==> src/rtl/rr_arb_pkg.sv <==
// Shared definitions for the round-robin resource arbiter.
package rr_arb_pkg;

  localparam int unsigned N_DEF        = 4;
  localparam int unsigned MAX_HOLD_DEF = 8;

  typedef enum logic [1:0] {
    ST_IDLE  = 2'b00,
    ST_GRANT = 2'b01,
    ST_GAP   = 2'b10
  } arb_state_e;

endpackage

==> src/rtl/rr_resource_arbiter_pick.sv <==
// rr_pick: combinational rotating-priority search, first requester at or after ptr.
module rr_pick
  import rr_arb_pkg::*;
#(
  parameter int unsigned N = N_DEF
) (
  input  logic [N-1:0]         req_i,
  input  logic [$clog2(N)-1:0] ptr_i,
  output logic                 any_o,
  output logic [$clog2(N)-1:0] idx_o,
  output logic [N-1:0]         onehot_o
);

  localparam int unsigned IW = $clog2(N);

  // Walk ptr, ptr+1, ... with wrap at N; the first hit wins.
  always_comb begin
    any_o    = 1'b0;
    idx_o    = '0;
    onehot_o = '0;
    for (int unsigned k = 0; k < N; k++) begin
      int unsigned   j;
      logic [IW-1:0] jj;
      j = 32'(ptr_i) + k;
      if (j >= N) begin
        j = j - N;
      end
      jj = IW'(j);
      if (!any_o && req_i[jj]) begin
        any_o        = 1'b1;
        idx_o        = jj;
        onehot_o[jj] = 1'b1;
      end
    end
  end

endmodule

==> src/rtl/rr_resource_arbiter.sv <==
// Round-robin arbiter for one single-user resource.
// Optional grant hold timeout compiled in with `define RR_ARB_TIMEOUT_EN.
module rr_resource_arbiter
  import rr_arb_pkg::*;
#(
  parameter int unsigned N        = N_DEF,
  parameter int unsigned MAX_HOLD = MAX_HOLD_DEF
) (
  input  logic                 clk,
  input  logic                 reset,
  input  logic [N-1:0]         req,
  input  logic                 done,
  output logic [N-1:0]         grant,
  output logic [$clog2(N)-1:0] grant_id,
  output logic                 busy,
  output logic                 timeout
);

  localparam int unsigned IW = $clog2(N);

  if (N < 2 || N > 8) begin : g_bad_n
    $error("rr_resource_arbiter: N must be 2..8");
  end
  if (MAX_HOLD < 2) begin : g_bad_hold
    $error("rr_resource_arbiter: MAX_HOLD must be >= 2");
  end

  arb_state_e    state_q;
  logic [N-1:0]  grant_q;
  logic [IW-1:0] grant_id_q;
  logic [IW-1:0] ptr_q;
  logic [IW-1:0] ptr_d;
  logic          busy_q;

  logic          pick_any;
  logic [IW-1:0] pick_idx;
  logic [N-1:0]  pick_onehot;

  logic          release_c;
  logic          expire_c;

  rr_pick #(.N(N)) u_pick (
    .req_i    (req),
    .ptr_i    (ptr_q),
    .any_o    (pick_any),
    .idx_o    (pick_idx),
    .onehot_o (pick_onehot)
  );

  // Owner releases by done or by dropping its own request; ptr moves past it.
  always_comb begin
    release_c = done || ((grant_q & req) == '0);
    ptr_d     = (grant_id_q == IW'(N - 1)) ? '0 : grant_id_q + IW'(1);
  end

`ifdef RR_ARB_TIMEOUT_EN
  localparam int unsigned HW = $clog2(MAX_HOLD + 1);

  logic [HW-1:0] hold_q;
  logic          timeout_q;

  assign expire_c = (hold_q == HW'(MAX_HOLD - 1));

  // Hold counter runs only in GRANT; a forced revoke flags timeout for the GAP cycle.
  always_ff @(posedge clk) begin
    if (!reset) begin
      hold_q    <= '0;
      timeout_q <= 1'b0;
    end else begin
      hold_q    <= (state_q == ST_GRANT) ? hold_q + HW'(1) : '0;
      timeout_q <= (state_q == ST_GRANT) && !release_c && expire_c;
    end
  end

  assign timeout = timeout_q;
`else
  assign expire_c = 1'b0;
  assign timeout  = 1'b0;
`endif

  // Arbitration FSM with registered grant, owner index, pointer and busy.
  always_ff @(posedge clk) begin
    if (!reset) begin
      state_q    <= ST_IDLE;
      grant_q    <= '0;
      grant_id_q <= '0;
      ptr_q      <= '0;
      busy_q     <= 1'b0;
    end else begin
      case (state_q)
        ST_IDLE, ST_GAP: begin
          if (pick_any) begin
            state_q    <= ST_GRANT;
            grant_q    <= pick_onehot;
            grant_id_q <= pick_idx;
            busy_q     <= 1'b1;
          end else begin
            state_q <= ST_IDLE;
            grant_q <= '0;
            busy_q  <= 1'b0;
          end
        end
        ST_GRANT: begin
          if (release_c || expire_c) begin
            state_q <= ST_GAP;
            grant_q <= '0;
            ptr_q   <= ptr_d;
            busy_q  <= 1'b0;
          end
        end
        default: begin
          state_q <= ST_IDLE;
          grant_q <= '0;
          busy_q  <= 1'b0;
        end
      endcase
    end
  end

  assign grant    = grant_q;
  assign grant_id = grant_id_q;
  assign busy     = busy_q;

endmodule

==> config.mk <==
export PLATFORM = sky130hd
export DESIGN_NAME = rr_resource_arbiter
export DESIGN_NICKNAME = d
export VERILOG_FILES = /design/src/rtl/rr_arb_pkg.sv /design/src/rtl/rr_resource_arbiter_pick.sv /design/src/rtl/rr_resource_arbiter.sv
export SDC_FILE = /design/constraint.sdc
export NUM_CORES = 1
export LEC_CHECK = 0
export CELL_PAD_IN_SITES_DETAIL_PLACEMENT = 1
export CELL_PAD_IN_SITES_GLOBAL_PLACEMENT = 1
export CORE_MARGIN = 5
export CORE_UTILIZATION = 45
export CTS_BUF_LIST = sky130_fd_sc_hd__clkbuf_8
export CTS_CLUSTER_SIZE = 8
export DETAILED_ROUTE_END_ITERATION = 8
export MAX_ROUTING_LAYER = met4
export PLACE_DENSITY = 0.94
export SYNTH_ARGS = -nofsm -noshare
export SYNTH_HDL_FRONTEND = slang
export SYNTH_SLANG_ARGS = --single-unit
==> constraint.sdc <==
create_clock -name clk -period 5.8 [get_ports clk]
set_clock_uncertainty 0.15 [all_clocks]
set_input_delay 0.87 -clock clk [delete_from_list [all_inputs] [get_ports clk]]
set_output_delay 0.87 -clock clk [all_outputs]
set_load 0.005 [all_outputs]
# Yosys cells after proc, flatten, opt, wreduce, memory -nomap -nowiden

Index checks and enable logic that the tools add are counted.

Register bits after elaboration: 11
Bits of input ports: 7
Output and inout bits: 8
Logic and storage cells: 91

Add/subtract/negate cells: 8
Magnitude comparators: 12
Equality and inequality tests: 4
Muxes and demuxes: 42
Bitwise logic cells: 4
Reduce and logical (&&, ||, !) cells: 16

Operators by type and width:

| operator                                             | count |
|---|---|
| 2-to-1 mux 4 bit                                     | 6 |
| 2-to-1 mux 2 bit                                     | 10 |
| 2-to-1 mux 1 bit                                     | 15 |
| < comparator 2 x 3 -> 1 bit (second input constant)  | 4 |
| OR 4 bit                                             | 3 |
| >= comparator 3 bit (second input constant)          | 3 |
| binary-select mux 1 bit (select 2 bit)               | 4 |
| demux 1 bit (select 2 bit)                           | 4 |
| >= comparator 2 x 1 -> 1 bit (second input constant) | 4 |
| one-hot mux 4 bit (2 select lines)                   | 1 |
| subtractor 2 x 1 -> 2 bit (second input constant)    | 4 |
| logical AND 1 bit                                    | 7 |
| adder 2 x 2 -> 3 bit (second input constant)         | 2 |
| AND 4 bit                                            | 1 |
| equality test 2 bit (second input constant)          | 2 |
| zero test 4 bit                                      | 1 |
| one-hot mux 2 bit (2 select lines)                   | 1 |
| AND reduction 2 bit                                  | 2 |
| adder 2 x 1 -> 3 bit (second input constant)         | 1 |
| >= comparator 2 x 3 -> 1 bit (second input constant) | 1 |
| zero test 1 bit                                      | 3 |
| adder 2 x 1 -> 2 bit (second input constant)         | 1 |
| equality test 2 x 1 -> 1 bit (second input constant) | 1 |
| zero test 2 bit                                      | 1 |
| other kinds (4)                                      | 4 |

# Depth between registers and ports, before layout

Depth after elaboration: 16
Mapped depth: 10
Mapped depth without buffers: 7

# By module

A second synthesis with hierarchy kept.

Cells, all modules: 90
Area total of the unflattened synthesis: 884.6 sq um

Modules (own cells, without submodules):

| module              | times used | cells each | area an instance (sq um) | seq. area each (sq um) |
|---|---|---|---|---|
| rr_resource_arbiter | 1          | 45         | 462.9                    | 200.2 |
| rr_pick             | 1          | 45         | 421.7                    | 0.0 |

# Worst setup path before layout

OpenSTA, ideal clock, no wires.

Path type: reg2reg
Start: register ptr_q[0]
End: register grant_q[3] (netlist: grant[3])
Setup time: 117 ps
Data arrival time: 2786 ps
Data required time: 5533 ps
Setup slack: 2747 ps
Stages on the path, launching flop included: 11
Path buffers: 3
Period minus slack after synthesis: 3053 ps
Cell sequence: dfxtp_1 > buf_2 > buf_1 > inv_1 > ha_1 > clkbuf_1 > mux4_1 > or2_1 > o31a_1 > and2_4 > a22o_1

Word-level cells in the longest chain between the ends: 16
Elaborated cells on any way between the ends: 62
Classes of those cells: add/sub (7); order compare (12); mux (30); bitwise (3); reduce/logical (10)

RTL lines:

| what                                                          | line                       | RTL |
|---|---|---|
| start, declared                                               | rr_resource_arbiter.sv:31  | `logic [IW-1:0] ptr_q;` |
| start signal, assigned                                        | rr_resource_arbiter.sv:107 | `ptr_q <= ptr_d;` |
| branches (longest 14 deep; another with adder 2 x 1 -> 3 bit) | n/a                        |  |
| 2-to-1 mux 4 bit *                                            | rr_resource_arbiter.sv:92  | `if (pick_any) begin` |
| one-hot mux 4 bit (2 select lines) *                          | rr_resource_arbiter.sv:90  | `case (state_q)` |
| end signal, assigned                                          | rr_resource_arbiter.sv:94  | `grant_q <= pick_onehot;` |
| end, declared                                                 | rr_resource_arbiter.sv:29  | `logic [N-1:0] grant_q;` |

Mark *: on every way between the ends. The select of a mux whose other input is x is not followed.
A chain may end at the register's enable or synchronous reset.

# Worst setup path after layout

Same ends and word-level chain as after synthesis.

==> flow_summary_export.csv <==
group,metric,value,unit
global_route,grt_use_total,0.181,
cts,cts_resized,0,
floorplan,core_area,0.00217,mm²
cts,clockBufferDepth,2,
power_and_ir_drop,p_leak,0.429,nW
drt,vias,950,
yosys,avgSynthCellArea,8.73,µm²
timing,hold_viol,0,
global_route,grt-ovfl-total,0,
power_and_ir_drop,ir_drop,0.250,mV
global_route,grt_first_pass_wirelength,4730,µm
finish,nNetsFinal,141,
power_and_ir_drop,p_comb_frac,0.509,
cts,cts_root_buffer,"clkbuf_8",
floorplan,fp.dieArea,0.00330,mm²
timing,worst_slew_pin_slew,776,ps
yosys,async_reset_ff_frac,0,
drt,vias_per_cell,6.21,
cts,htree_levels,1,
run,drv_cap,0,
cts,cts.hold.buffers_added,0,
timing,maxSlewViolCount,0,
power_and_ir_drop,p_clk_frac,0.192,
worst_setup_path,crit_path_start_kind,"flip-flop",
cts,insertion_delay,240,ps
finish,drive_gt1_frac,0.112,
yosys,synth_seq_cells,11,
floorplan,start_util,0.467,
yosys,synth-edff-count,0,
placement,io_buffers,13,
floorplan,die_h,57.4,µm
global_route,antenna_found_initial,0,
worst_setup_path,end_kind,"flip-flop",
timing,period_needed,3340,ps
worst_hold_path,hp-class,"reg -> reg",
placement,place_congestion,0.789,
yosys,synthFlopType,"dfxtp_1",
drt,wl,2770,µm
finish,fin_util,0.543,
global_route,grt_start_max_net_pins,20,
placement,dp_hpwl,2080,µm
drt,drc,0,
yosys,yosysTopAreaCell,"dfxtp_1",
placement,numPlacedInstances,149,
drt,postRouteAntennaNets,0,
yosys,yosys_warnings,0,
timing,setup_viol_count_final,0,
cts,clock_sinks,11,
cts,cts-buffers-inserted,3,
timing,relSlewSlack,0.482,
yosys,synth.top_cell.area_share,0.218,
floorplan,num_io_pins,15,
finish,diodes,0,
yosys,ys_types,36,
worst_setup_path,critPathMaxFanout,19,
yosys,syn_nets,131,
timing,rsz0062_at_grt,"false",
global_route,grt_pass1_vias,1018,
floorplan,rows,17,
finish,fin_cells,153,
worst_setup_path,cp.required,5780,ps
power_and_ir_drop,power_frac_seq,0.299,
power_and_ir_drop,powerDensity,334,mW/mm²
timing,finalSetupTns,0,ps
finish,fillCellCount,272,
timing,fin_crit_sh,0.576,
floorplan,die_w,57.4,µm
drt,drt-initial-drc-count,13,
yosys,synth_area_leaders,"dfxtp_1, ha_1, mux2i_1",
cts,cts_tree,"yes",
yosys,syn_inst,116,
worst_setup_path,crit_arrival,3320,ps
power_and_ir_drop,p_int,236,µW
cts,post_cts_buffers,0,
drt,firstDrtPassIters,4,
timing,fmax,0.299,GHz
timing,holdWs,366,ps
cts,clk_pin_slew,50,ps
worst_setup_path,critical_path_class,"reg -> reg",
power_and_ir_drop,switching_share,0.400,
finish,area_growth,16.4,%
power_and_ir_drop,power.switching,158,µW
yosys,synthesis.area,0.00101,mm²
yosys,seq_area_frac_synth,0.218,
status,status,"finished clean",
drt,wl_per_cell,18.1,µm
## metrics by stage
| stage | cell area (µm²) | setup WS (ps) | power (mW) |
|---|---|---|---|
| 3_5_place_dp | 1130 | 2470 | 0.314 |
| 5_1_grt | 1180 | 2280 | 0.420 |
| 6_report | 1180 | 2460 | 0.394 |
| 3_3_place_gp | 1130 | 2540 | 0.304 |
| 2_1_floorplan | 1010 | 2750 | 0.254 |
| 4_1_cts | 1180 | 2500 | 0.394 |
## cell type report
class / instances / area, µm² / area share
clock buffers: 3 / 41.3 / 0.0350
clock inverters: 1 / 5.00 / 0.00425
inverters: 4 / 15.0 / 0.0127
multi-input cells: 93 / 732 / 0.621
flip-flops and latches: 11 / 220 / 0.187
well taps: 28 / 35.0 / 0.0297
repair buffers: 13 / 130 / 0.110
## placed cells by master, fill, tap and decap left out, types with 3 or more instances in the layout
cell and n:
o21ai_0 5, mux2i_1 6, clkbuf_8 3, a31o_2 4, and2_1 3, nand2b_1 4, a22o_1 4, mux2_2 4
ha_1 8, clkdlybuf4s50_1 13, a21oi_1 3, nand2_1 11, a221oi_1 4, inv_1 4, dfxtp_1 11, nor2_1 6
o2bb2ai_1 5, o22ai_1 5, nor2b_1 3
## path summary, 6_finish.rpt
path,from,depth (start not counted),slack (ps),end
setup / recovery,ptr_q[0],7,2460,grant[3]
hold reg to reg,grant_id[1],2,370,grant_id[1]
setup reg to reg,ptr_q[0],7,2460,grant[3]
hold / removal,grant_id[1],2,370,grant_id[1]
## cell families (layout without fill, tap and decap cells)
group / Yosys count / count (layout) / share of synthesized area
mux: 13 / 13 / 0.178
fa+ha+maj: 8 / 8 / 0.0989
other cells: 1 / 1 / 0.00370
flops: 11 / 11 / 0.218
simple gates: 32 / 32 / 0.157
buf+inv: 12 / 21 / 0.0593
compound gates: 39 / 39 / 0.286
## cells in the mapped netlist, types with 3 or more instances
master,count
nor2_1,6
a221oi_1,4
o2bb2ai_1,5
a31o_2,4
ha_1,8
dfxtp_1,11
nand2_1,11
and2_1,3
nor2b_1,3
nand2b_1,4
a22o_1,4
mux2_2,4
o22ai_1,5
o21ai_0,5
inv_1,4
mux2i_1,6
a21oi_1,3
## per-layer routing
metal	routed length [µm]	track usage
met5	0	-
met4	57	0.0596
met3	124	0.0543
met2	1360	0.279
met1	1230	0.225
## sequential cells by signal (all words and copies together) (netlist names)
| register | cells |
|---|---|
| grant | 4 |
| grant_id | 2 |
| ptr_q | 2 |
| state_q | 2 |
| busy | 1 |
## critical path, cell delays in order (launching register included)
cell and delay (ps):
dfxtp_1 810, inv_1 330, ha_1 540, mux4_1 390, or2_1 250, o31a_1 360
and2_4 200, a22o_1 200
## power groups by stage
stage          Combinational, mW  Clock [mW]  Sequential, mW
5_1_grt                    0.216      0.0826           0.121
6_report                   0.200      0.0756           0.118
3_3_place_gp               0.187           0           0.117
3_5_place_dp               0.195           0           0.119
4_1_cts                    0.199      0.0780           0.117
2_1_floorplan              0.149           0           0.104
Note: power is estimated with default switching activity, not from simulation.
==> edit, RTL diff (same flow settings) <==
Build with the macro `RR_ARB_TIMEOUT_EN` defined.
--- a/src/rtl/rr_resource_arbiter.sv
+++ b/src/rtl/rr_resource_arbiter.sv
@@ -2,2 +2,4 @@
 // Optional grant hold timeout compiled in with `define RR_ARB_TIMEOUT_EN.
+`define RR_ARB_TIMEOUT_EN
+
 module rr_resource_arbiter
Formal check against the unedited RTL: not equivalent (Yosys sat finds a counterexample within 10 cycles, from zero or initial values and one cycle with reset low).
==> edit against the unedited design <==
Routed wire length is 5.8% higher. First-iteration DRC count shrank 15%. Sequential power is 11% higher. Global-route usage up 0.74 points. Worst setup slack better by 430 ps. Area after synthesis is 12% higher. Sequential cell count rose by 5. Cell area up 12%. Fmax increased by 15%. Clock power up 32%. Power down 15%. Critical path type unchanged. Largest power group is now sequential cells.
==> edit: results (changes against the unedited design) <==
fillcell total 295 (was 272); vias in the first global route 1,092 (was 1,018); port bufs 14 (was 13); Crit path max-delay family flip-flops (unchanged); Net count, final 153 (was 141); fraction of layout cells with a size suffix above 1 0.0882 (was 0.112); Cells after DPL 162 (was 149); Arr. time, crit path 2930 ps (was 3320 ps); met1 WL 1270 um (was 1230 um); largest net degree at the start of global routing 15 (was 20); Final HPWL DP 2270 um (was 2080 um); crit-path max cell delay 650 ps (was 810 ps); Initial DRC Count 11 (was 13); DR vias 999 (was 950); Clock Sinks 16 (was 11); routed len/inst 17.7 um (was 18.1 um); worst skew pair latency 250 ps; met2 routed WL 1500 um (was 1360 um); DR WL met3 101 um (was 124 um); GPL Wtd Cong 0.818 (was 0.789); number of diodes 0 (unchanged); LEAKAGE 0.507 nW (was 0.429 nW); initial antenna violation count 0 (unchanged); synth warn 0 (unchanged); dpl ws 2720 ps (was 2470 ps); Avg Cell Area, Syn 9.03 um2 (was 8.73 um2); synth top area cells dfxtp_1 (28%), ha_1 (9.9%), mux4_2 (5.9%) (was dfxtp_1 (22%), ha_1 (9.9%), mux2i_1 (5.9%)); gr usage total 0.189 (was 0.181); post-route insts no fill 166 (was 153); global-route met2 utilization 0.330 (was 0.279); setup_tns 0 ps (unchanged); H-tree Lvls 1 (unchanged); most instantiated cells after synthesis dfxtp_1 (16), nand2_1 (14), ha_1 (9), nor2_1 (8) (was dfxtp_1 (11), nand2_1 (11), ha_1 (8), mux2i_1 (6), nor2_1 (6)); CP max FO 14 (was 19); worst vdd ir 0.000186 V (was 0.000250 V); status complete, no violations (unchanged); First-pass DRT Iterations 4 (unchanged); Clock Path Buffers 2 (unchanged); Synth cell types 42 (was 36); first-pass GRT wire length 4970 um (was 4730 um); Slew HR 0.605 (was 0.482); met1 usage 0.204 (was 0.225); grt met3 use 0.0497 (was 0.0543); Post-Syn Nets 142 (was 131); Setup Fix Bufs, Post-CTS 0 (unchanged); Hold WC Path Type reg2reg (unchanged); register area share after synthesis 0.282 (was 0.218); Cell Area, Placed 1270 um2 (was 1130 um2)
==> edit: cell count changes after synthesis, moves of 3 or more <==
cell / delta
dfxtp_1: +5
a31o_2: -4
mux2_2: -4
nand2b_1: -4
nor2b_1: +4
o2bb2ai_1: -4
and2_1: -3
buf_2: +3
inv_1: +3
nand2_1: +3
o221ai_1: +3
o22ai_1: -3
==> edit: power by group <==
group / leakage, nW / internal (W) / switching [W]
Sequential: 0.131 / 0.000119 / 0.0000118
Combinational: 0.347 / 0.0000490 / 0.0000553
Clock: 0.0288 / 0.0000603 / 0.0000392
Total: 0.507 / 0.000228 / 0.000106
==> edit: path summary, 6_finish.rpt <==
path                                 from   endpoint  slack, ps  depth (start not counted)
worst min register to register  hold_q[0]  hold_q[0]        310                          1
worst max-delay path             ptr_q[0]   grant[2]       2890                          7
worst max register to register   ptr_q[0]   grant[2]       2890                          7
worst min-delay path            hold_q[0]  hold_q[0]        310                          1
==> edit: cell type report <==
class / count / area [um2] / area share
multi-input cells: 95 / 746 / 0.563
flip-flops and latches: 16 / 320 / 0.242
repair buffers: 14 / 140 / 0.106
clock buffers: 4 / 55.1 / 0.0415
well taps: 30 / 37.5 / 0.0283
inverters: 7 / 26.3 / 0.0198
==> edit: logic make-up (layout without fill, tap and decap cells) <==
| group | after synthesis | after routing | synth area share |
|---|---|---|---|
| compound gates | 31 | 31 | 0.216 |
| xor+xnor | 2 | 2 | 0.0154 |
| fa+ha+maj | 9 | 9 | 0.0990 |
| buf+inv | 15 | 25 | 0.0627 |
| flops | 16 | 16 | 0.282 |
| mux | 8 | 8 | 0.103 |
| simple gates | 45 | 45 | 0.222 |
